### src/rtl/muldiv_pkg.sv
// Shared encodings for the iterative multiply/divide sequencer.
// Optional early-out path is enabled with MULDIV_EARLY_OUT_EN.
package muldiv_pkg;

  localparam int WIDTH_DEF = 32;

  localparam logic [1:0] OP_MULT  = 2'b00;
  localparam logic [1:0] OP_MULTU = 2'b01;
  localparam logic [1:0] OP_DIV   = 2'b10;
  localparam logic [1:0] OP_DIVU  = 2'b11;

  typedef enum logic [1:0] {
    IDLE  = 2'd0,
    RUN   = 2'd1,
    FIXUP = 2'd2
  } state_t;

endpackage

### src/rtl/muldiv_step.sv
// One iteration: shift-add multiply or restoring divide step.
// Works on unsigned magnitudes held in a {hi,lo} accumulator pair.
module muldiv_step
  import muldiv_pkg::*;
#(
  parameter int WIDTH = WIDTH_DEF
) (
  input  logic             div_i,
  input  logic [WIDTH-1:0] hi_i,
  input  logic [WIDTH-1:0] lo_i,
  input  logic [WIDTH-1:0] m_i,
  output logic [WIDTH-1:0] hi_o,
  output logic [WIDTH-1:0] lo_o
);

  logic [WIDTH:0] sum;
  logic [WIDTH:0] sh;
  logic [WIDTH:0] diff;

  // select add/shift-right or trial-subtract/shift-left
  always_comb begin
    sum  = {1'b0, hi_i} + (lo_i[0] ? {1'b0, m_i} : '0);
    sh   = {hi_i, lo_i[WIDTH-1]};
    diff = sh - {1'b0, m_i};
    if (div_i) begin
      hi_o = diff[WIDTH] ? sh[WIDTH-1:0] : diff[WIDTH-1:0];
      lo_o = {lo_i[WIDTH-2:0], ~diff[WIDTH]};
    end else begin
      hi_o = sum[WIDTH:1];
      lo_o = {sum[0], lo_i[WIDTH-1:1]};
    end
  end

endmodule

### src/rtl/muldiv_sequencer.sv
// HI/LO owner and iterative MULT/MULTU/DIV/DIVU controller.
// MULDIV_EARLY_OUT_EN: trivial operands bypass the iteration loop.
module muldiv_sequencer
  import muldiv_pkg::*;
#(
  parameter int WIDTH = WIDTH_DEF
) (
  input  logic             Clk,
  input  logic             Reset,
  input  logic             Start,
  input  logic [1:0]       Op,
  input  logic [WIDTH-1:0] A,
  input  logic [WIDTH-1:0] B,
  input  logic             HiLoRead,
  input  logic             HiWrite,
  input  logic             LoWrite,
  input  logic [WIDTH-1:0] WrData,
  output logic [WIDTH-1:0] Hi,
  output logic [WIDTH-1:0] Lo,
  output logic             Busy,
  output logic             Done,
  output logic             DivZero,
  output logic             Stall
);

  localparam int CW = $clog2(WIDTH + 1);
  localparam logic [CW-1:0] LAST = CW'(WIDTH - 1);

  state_t           state_q, state_d;
  logic [1:0]       op_q, op_d;
  logic             sa_q, sa_d;
  logic             sb_q, sb_d;
  logic [WIDTH-1:0] a_q, a_d;
  logic [WIDTH-1:0] m_q, m_d;
  logic [WIDTH-1:0] acc_hi_q, acc_hi_d;
  logic [WIDTH-1:0] acc_lo_q, acc_lo_d;
  logic [CW-1:0]    cnt_q, cnt_d;
  logic [WIDTH-1:0] hi_q, hi_d;
  logic [WIDTH-1:0] lo_q, lo_d;
  logic             done_q, done_d;
  logic             dz_q, dz_d;

  logic             a_neg, b_neg;
  logic [WIDTH-1:0] a_mag, b_mag;
  logic [WIDTH-1:0] step_hi, step_lo;
  logic [WIDTH-1:0] res_hi, res_lo;
  logic             res_dz;

`ifdef MULDIV_EARLY_OUT_EN
  logic early_q, early_d;
  logic early_in;
  assign early_in = Op[1] ? (B == '0) : ((A == '0) || (B == '0));
`endif

  // signed ops (MULT, DIV) have Op[0]==0
  assign a_neg = ~Op[0] & A[WIDTH-1];
  assign b_neg = ~Op[0] & B[WIDTH-1];
  assign a_mag = a_neg ? -A : A;
  assign b_mag = b_neg ? -B : B;

  assign Busy    = (state_q != IDLE);
  assign Done    = done_q;
  assign DivZero = dz_q;
  assign Hi      = hi_q;
  assign Lo      = lo_q;
  assign Stall   = Busy & (Start | HiLoRead | HiWrite | LoWrite);

  muldiv_step #(.WIDTH(WIDTH)) u_step (
    .div_i (op_q[1]),
    .hi_i  (acc_hi_q),
    .lo_i  (acc_lo_q),
    .m_i   (m_q),
    .hi_o  (step_hi),
    .lo_o  (step_lo)
  );

  // sign fix-up of the unsigned magnitude result
  always_comb begin
    logic [2*WIDTH-1:0] prod;
    logic [WIDTH-1:0]   quo;
    logic [WIDTH-1:0]   rem;
    prod   = {acc_hi_q, acc_lo_q};
    quo    = acc_lo_q;
    rem    = acc_hi_q;
    res_dz = 1'b0;
    if (sa_q ^ sb_q) begin
      prod = -prod;
      quo  = -quo;
    end
    if (sa_q) rem = -rem;
    if (op_q[1]) begin
      if (m_q == '0) begin
        res_hi = a_q;
        res_lo = '1;
        res_dz = 1'b1;
      end else begin
        res_hi = rem;
        res_lo = quo;
      end
    end else begin
      res_hi = prod[2*WIDTH-1:WIDTH];
      res_lo = prod[WIDTH-1:0];
    end
  end

  // next-state, datapath and HI/LO update
  always_comb begin
    state_d  = state_q;
    op_d     = op_q;
    sa_d     = sa_q;
    sb_d     = sb_q;
    a_d      = a_q;
    m_d      = m_q;
    acc_hi_d = acc_hi_q;
    acc_lo_d = acc_lo_q;
    cnt_d    = cnt_q;
    hi_d     = hi_q;
    lo_d     = lo_q;
    done_d   = 1'b0;
    dz_d     = dz_q;
`ifdef MULDIV_EARLY_OUT_EN
    early_d  = early_q;
`endif
    unique case (state_q)
      IDLE: begin
        if (Start) begin
          op_d     = Op;
          sa_d     = a_neg;
          sb_d     = b_neg;
          a_d      = A;
          m_d      = Op[1] ? b_mag : a_mag;
          acc_hi_d = '0;
          acc_lo_d = Op[1] ? a_mag : b_mag;
          cnt_d    = '0;
          dz_d     = 1'b0;
`ifdef MULDIV_EARLY_OUT_EN
          early_d  = early_in;
          if (early_in) acc_lo_d = '0;
          state_d  = early_in ? FIXUP : RUN;
`else
          state_d  = RUN;
`endif
        end else begin
          if (HiWrite) hi_d = WrData;
          if (LoWrite) lo_d = WrData;
        end
      end
      RUN: begin
        acc_hi_d = step_hi;
        acc_lo_d = step_lo;
        cnt_d    = cnt_q + CW'(1);
        if (cnt_q == LAST) state_d = FIXUP;
      end
      FIXUP: begin
`ifdef MULDIV_EARLY_OUT_EN
        if (early_q && (cnt_q == '0)) begin
          cnt_d = cnt_q + CW'(1);
        end else begin
`else
        begin
`endif
          hi_d    = res_hi;
          lo_d    = res_lo;
          done_d  = 1'b1;
          dz_d    = res_dz;
          state_d = IDLE;
        end
      end
      default: state_d = IDLE;
    endcase
  end

  // state and datapath registers
  always_ff @(posedge Clk or posedge Reset) begin
    if (Reset) begin
      state_q  <= IDLE;
      op_q     <= '0;
      sa_q     <= 1'b0;
      sb_q     <= 1'b0;
      a_q      <= '0;
      m_q      <= '0;
      acc_hi_q <= '0;
      acc_lo_q <= '0;
      cnt_q    <= '0;
      hi_q     <= '0;
      lo_q     <= '0;
      done_q   <= 1'b0;
      dz_q     <= 1'b0;
`ifdef MULDIV_EARLY_OUT_EN
      early_q  <= 1'b0;
`endif
    end else begin
      state_q  <= state_d;
      op_q     <= op_d;
      sa_q     <= sa_d;
      sb_q     <= sb_d;
      a_q      <= a_d;
      m_q      <= m_d;
      acc_hi_q <= acc_hi_d;
      acc_lo_q <= acc_lo_d;
      cnt_q    <= cnt_d;
      hi_q     <= hi_d;
      lo_q     <= lo_d;
      done_q   <= done_d;
      dz_q     <= dz_d;
`ifdef MULDIV_EARLY_OUT_EN
      early_q  <= early_d;
`endif
    end
  end

endmodule

### config.mk
export PLATFORM = sky130hd
export DESIGN_NAME = muldiv_sequencer
export DESIGN_NICKNAME = d
export VERILOG_FILES = /design/src/rtl/muldiv_pkg.sv /design/src/rtl/muldiv_step.sv /design/src/rtl/muldiv_sequencer.sv
export SDC_FILE = /design/constraint.sdc
export NUM_CORES = 1
export LEC_CHECK = 0
export BUFFER_PORTS_ARGS = -buffer_cell sky130_fd_sc_hd__buf_2
export CAP_MARGIN = 0
export CORE_MARGIN = 5
export CORE_UTILIZATION = 35
export DETAILED_ROUTE_END_ITERATION = 10
export GPL_TIMING_DRIVEN = 0
export PLACE_DENSITY = 0.5
export SKIP_LAST_GASP = 1
export SYNTH_ARGS = -nofsm -noshare
export SYNTH_HDL_FRONTEND = slang
export SYNTH_SLANG_ARGS = --single-unit
### constraint.sdc
create_clock -name Clk -period 18.3 [get_ports Clk]
set_clock_uncertainty 0.2 [all_clocks]
set_input_delay 2.745 -clock Clk [delete_from_list [all_inputs] [get_ports Clk]]
set_output_delay 2.745 -clock Clk [all_outputs]
set_load 0.005 [all_outputs]
**After elaboration in Yosys (flattened, before gate mapping)**

Index checks and enable logic that the tools add are counted.

- Input bits: 104
- Logic and storage cells: 84
- Flip-flop bits (word level): 206

- Bitwise operators: 9
- $add $sub $neg: 8
- Mux-type cells: 35
- Reductions and logical operators: 11
- Equality and inequality tests: 8

Operators with widths:

| operator | number |
|---|---|
| two-way mux 32 bit | 20 |
| case mux 32 bit (2 select lines) | 4 |
| negation 32 bit | 4 |
| two-way mux 64 bit | 1 |
| negation 64 bit | 1 |
| adder 32 x 33 -> 33 bit | 1 |
| subtractor 33 x 32 -> 33 bit | 1 |
| logical NOT 32 bit | 1 |
| case mux 6 bit (2 select lines) | 1 |
| inequality test 2 bit (second input constant) | 5 |
| AND reduction 2 bit | 4 |
| adder 6 x 1 -> 6 bit (second input constant) | 1 |
| == test 6 x 5 -> 1 bit (second input constant) | 1 |
| two-way mux 6 bit | 1 |
| AND reduction 3 bit | 2 |
| nonzero test 2 bit | 3 |
| two-way mux 1 bit | 4 |
| two-way mux 2 bit | 2 |
| case mux 2 bit (2 select lines) | 1 |
| AND 1 bit | 3 |
| bitwise OR 1 bit | 3 |
| == test 2 x 1 -> 1 bit (second input constant) | 1 |
| == test 2 bit (second input constant) | 1 |
| logical NOT 2 bit | 1 |
| 3 further kinds | 4 |

**Longest topological paths before layout**

- Depth in word-level cells: 6
- Mapped depth: 13
- Gate-level depth less buffers: 13

**By module**

From an unflattened synthesis, not the netlist that was laid out.

- Cells, all modules: 2290
- Area, all modules: 17879.6 µm²

Modules (own cells, without submodules):

| module | sequential area each (µm²) | instances | cells an instance | area an instance (µm²) |
|---|---|---|---|---|
| muldiv_sequencer | 5129.9 | 1 | 1627 | 13289.0 |
| muldiv_step | 0.0 | 1 | 663 | 4590.7 |

**Least setup slack after synthesis**

No wires, ideal clock.

- Path kind: input to output
- From: input Start
- To: output Stall
- Arrival time: 3.062 ns
- Path slack: 12.293 ns
- Required time: 15.355 ns
- Stages: 2
- Cells stage by stage: nor4_1 nor2_1

- Cells in the longest elaborated chain, start to end: 4

RTL lines:

| item | line | text |
|---|---|---|
| start, declared | muldiv_sequencer.sv:10 | `input logic Start,` |
| bitwise OR 1 bit (3 in a row) | muldiv_sequencer.sv:66 | `assign Stall = Busy & (Start \| HiLoRead \| HiWrite \| LoWrite);` |
| AND 1 bit | muldiv_sequencer.sv:66 |  |
| end, declared | muldiv_sequencer.sv:23 | `output logic Stall` |

Every way passes these cells.

**Final worst setup path**

Same ends and word-level chain as after synthesis.

==> impl_metrics.yaml <==
yosys:
  yosys_register_bits: 205
  ys.flop_type: "dfrtp_1"
  synth_edf_count: 0
  synthCells: 2213
  synth_top_area_share_pct: 30.0
  syn-cell-area_sq_um: 17100
  yosys_warnings: 0
  netlist_top_cells_count: "nand2_1, o21ai_0, dfrtp_1, nor2_1, a21oi_1"
  synth_most_common_cell: "nand2_1"
  async_flop_share_pct: 100
  synth.top_cells.by_area: "dfrtp_1, nand2_1, o21ai_0"
  syn-num-nets: 2388
  ys_types: 78
  synth_top_area_cell: "dfrtp_1"
  syn_avg_cell_area_sq_um: 7.72
  synth-seq-area-share_pct: 30.0
clock_network:
  cts_tree: "done"
  cts_buffer_depth: 3
  numCtsBuffers: 26
  cts_setup_buffers: 0
  path_clk_slew_ns: 0.06
  insertion_delay_ns: 0.56
  cts_htree_levels: 1
  cts_resized: 0
  cts_root_buf: "clkbuf_16"
  cts.sinks: 205
  hold_buffers: 0
drt:
  postRouteAntennaNets: 0
  via_count: 18400
  routed_wl_mm: 77.9
  wl_per_cell_um: 25.5
  drt-initial-drc-count: 1914
  drcViolationCount: 0
  drt_first_pass_iters: 6
  viasPerCell: 6.01
critical_path:
  regToRegEndpoint: "acc_hi_q[23]"
  cp-endpoint: "Stall"
  crit_fanout: 5
  path_buf_inv: 2
  r2r_cells: 12
  cp.required_ns: 15.35
  cp_slowest_cell: "nor4_1"
  cp.arrival_ns: 3.37
  cp_top_family: "simple AND/OR/NAND/NOR gates"
  reg2reg_slack_ns: 13.04
  crit_path_start: "Start"
  worstSetupEndpointType: "primary output"
  cp_common_cell: "buf_2"
  worstPathCellList: "buf_2 -> nor4_1 -> nor2_1 -> buf_2"
  crit_cells: 4
  path_class: "in -> out"
  worst_setup_path_start_kind: "input port"
  r2r-start: "acc_hi_q[0]"
  max_stage_delay_ns: 0.28
global_route:
  antenna_found_initial: 1
  grt_max_degree: 115
  grt_pass1_vias: 17600
  gr-total-overflow: 0
  grt_pass1_wl_mm: 116
  grt_usage_pct: 28.3
placed_design:
  place_congestion: 1.01
  hpwl_mm: 62.4
  dpl-instance-area_sq_um: 18700
  port_buffers: 170
status:
  status: "finished, final reports clean"
layout:
  fillers: 5090
  final_area_sq_um: 19800
  fin_nets: 2587
  areaGrowthSynthToFinish_pct: 15.7
  layout-drive-gt1-share_pct: 10.1
floorplan:
  die_w_um: 231
  die_height_um: 231
  initial_core_util_pct: 35.1
  dieArea_sq_um: 53300
  rows: 81
  coreArea_sq_um: 48600
  io_pins: 172
worst_hold_path:
  hold_path_class: "reg -> reg"
  hold_depth: 2
power:
  p_leak_nw: 8.57
  peakVddDrop_v: 0.0000911
  powerDensity_nw_per_um2: 181
timing:
  setup_viol: 0
  fin_crit_ns: 6.31
  relSlewSlack_pct: 10.7
  finalHoldViolCount: 0
  clock.fmax_mhz: 158
  finalSetupTns_ns: 0
  rsz0062_at_grt: "no"
  fin_crit_sh_pct: 34.5
  drv_slew: 0
  tightest_slew_ns: 1.33
job:
  maxCapViolCount: 0
==> worst min path at each step <==
stage | startpoint | to | slack [ns]
after CTS | Hi[9] | Hi[9] | 0.28
final | Hi[3] | Hi[3] | 0.27
after floorplan | cnt_q[5] | cnt_q[5] | 0.24
after global placement | cnt_q[5] | cnt_q[5] | 0.25
after detailed placement | Lo[8] | Lo[8] | 0.26
after global routing | Hi[17] | Hi[17] | 0.30
==> flip-flops by register name, indices dropped and copies added, names as in the netlist, 2 cells and up <==
signal,flops
Hi,32
Lo,32
a_q,32
acc_hi_q,32
acc_lo_q,32
cnt_q,6
m_q,32
state_q,2
==> cells in the final DEF, fill, tap and decap left out, drive strengths merged, types with 14 or more instances in the layout <==
cell type / n
nand2: 314
o21ai: 227
dfrtp: 205
buf: 192
nor2: 191
clkbuf: 173
a21oi: 164
xnor2: 99
xor2: 93
mux2i: 77
ha: 69
inv: 61
a211oi: 58
o22ai: 47
nor3: 42
nor4: 35
a21o: 29
nand3: 28
o211ai: 28
o31ai: 27
nand2b: 21
nor2b: 20
a22oi: 20
or3: 19
a31oi: 18
nand4: 17
or4: 14
==> through the flow <==
step	utilization (%)	std cells	power, mW	setup WS, ns	hold WS (ns)
3_3_place_gp	38.5	3005	2.89	6.86	0.254
4_1_cts	40.6	3053	3.54	11.99	0.278
5_1_grt	40.6	3053	3.81	11.94	0.301
6_report	40.6	3055	3.57	11.99	0.269
3_5_place_dp	38.5	3006	2.91	12.00	0.265
2_1_floorplan	-	2213	2.23	9.76	0.236
==> worst register-to-register path, cell delays in order (launching register included) <==
cell	delay, ns
dfrtp_1	0.59
inv_1	0.29
fa_1	0.51
nand2b_1	0.21
a21oi_1	0.27
o21a_1	0.24
o21ai_0	0.24
a31o_2	0.35
o21a_1	0.27
nor3_1	1.07
buf_2	0.50
mux2i_1	0.24
o21ai_0	0.12
==> layout make-up <==
class / instances / area (sq um) / area share [%]
inverter: 61 / 236 / 1.20
multi-input combinational: 1788 / 11100 / 56.2
clock inverter: 12 / 264 / 1.34
antenna: 2 / 5.00 / 0.0253
sequential: 205 / 5130 / 25.9
timing repair buffer: 171 / 878 / 4.44
tap: 622 / 778 / 3.94
clock buffer: 35 / 756 / 3.82
buffer: 159 / 616 / 3.11
==> logic make-up (layout without fill, tap and decap cells) <==
family                     count (synthesis)  after routing  synth area share [%]
and+or+nand+nor                          738            738                  19.6
other                                      0              2                     0
xor gates and xnor gates                 192            192                  9.84
buffers and inverters                    220            438                  4.94
DFF                                      205            205                  30.0
adders and majority gates                 71             71                  5.29
muxes                                     81             81                  4.77
AOI/OAI and AO/OA                        706            706                  25.5
==> power breakdown <==
| part | internal [mW] | leakage [nW] | switching, mW | total, mW |
|---|---|---|---|---|
| clock network | 0.401 | 0.501 | 0.216 | 0.617 |
| logic | 0.815 | 5.60 | 1.33 | 2.15 |
| registers | 0.615 | 2.47 | 0.192 | 0.807 |
==> per-layer routing <==
metal / vias to the layer above / global-route usage (%) / wire, um
met1: 9047 / 40.9 / 35500
met2: 806 / 43.5 / 34000
met4: 0 / 9.29 / 2830
met3: 134 / 3.97 / 5580
li1: 8373 / - / -
met5: - / 0 / 0
Power figures use the tool's default switching activity.
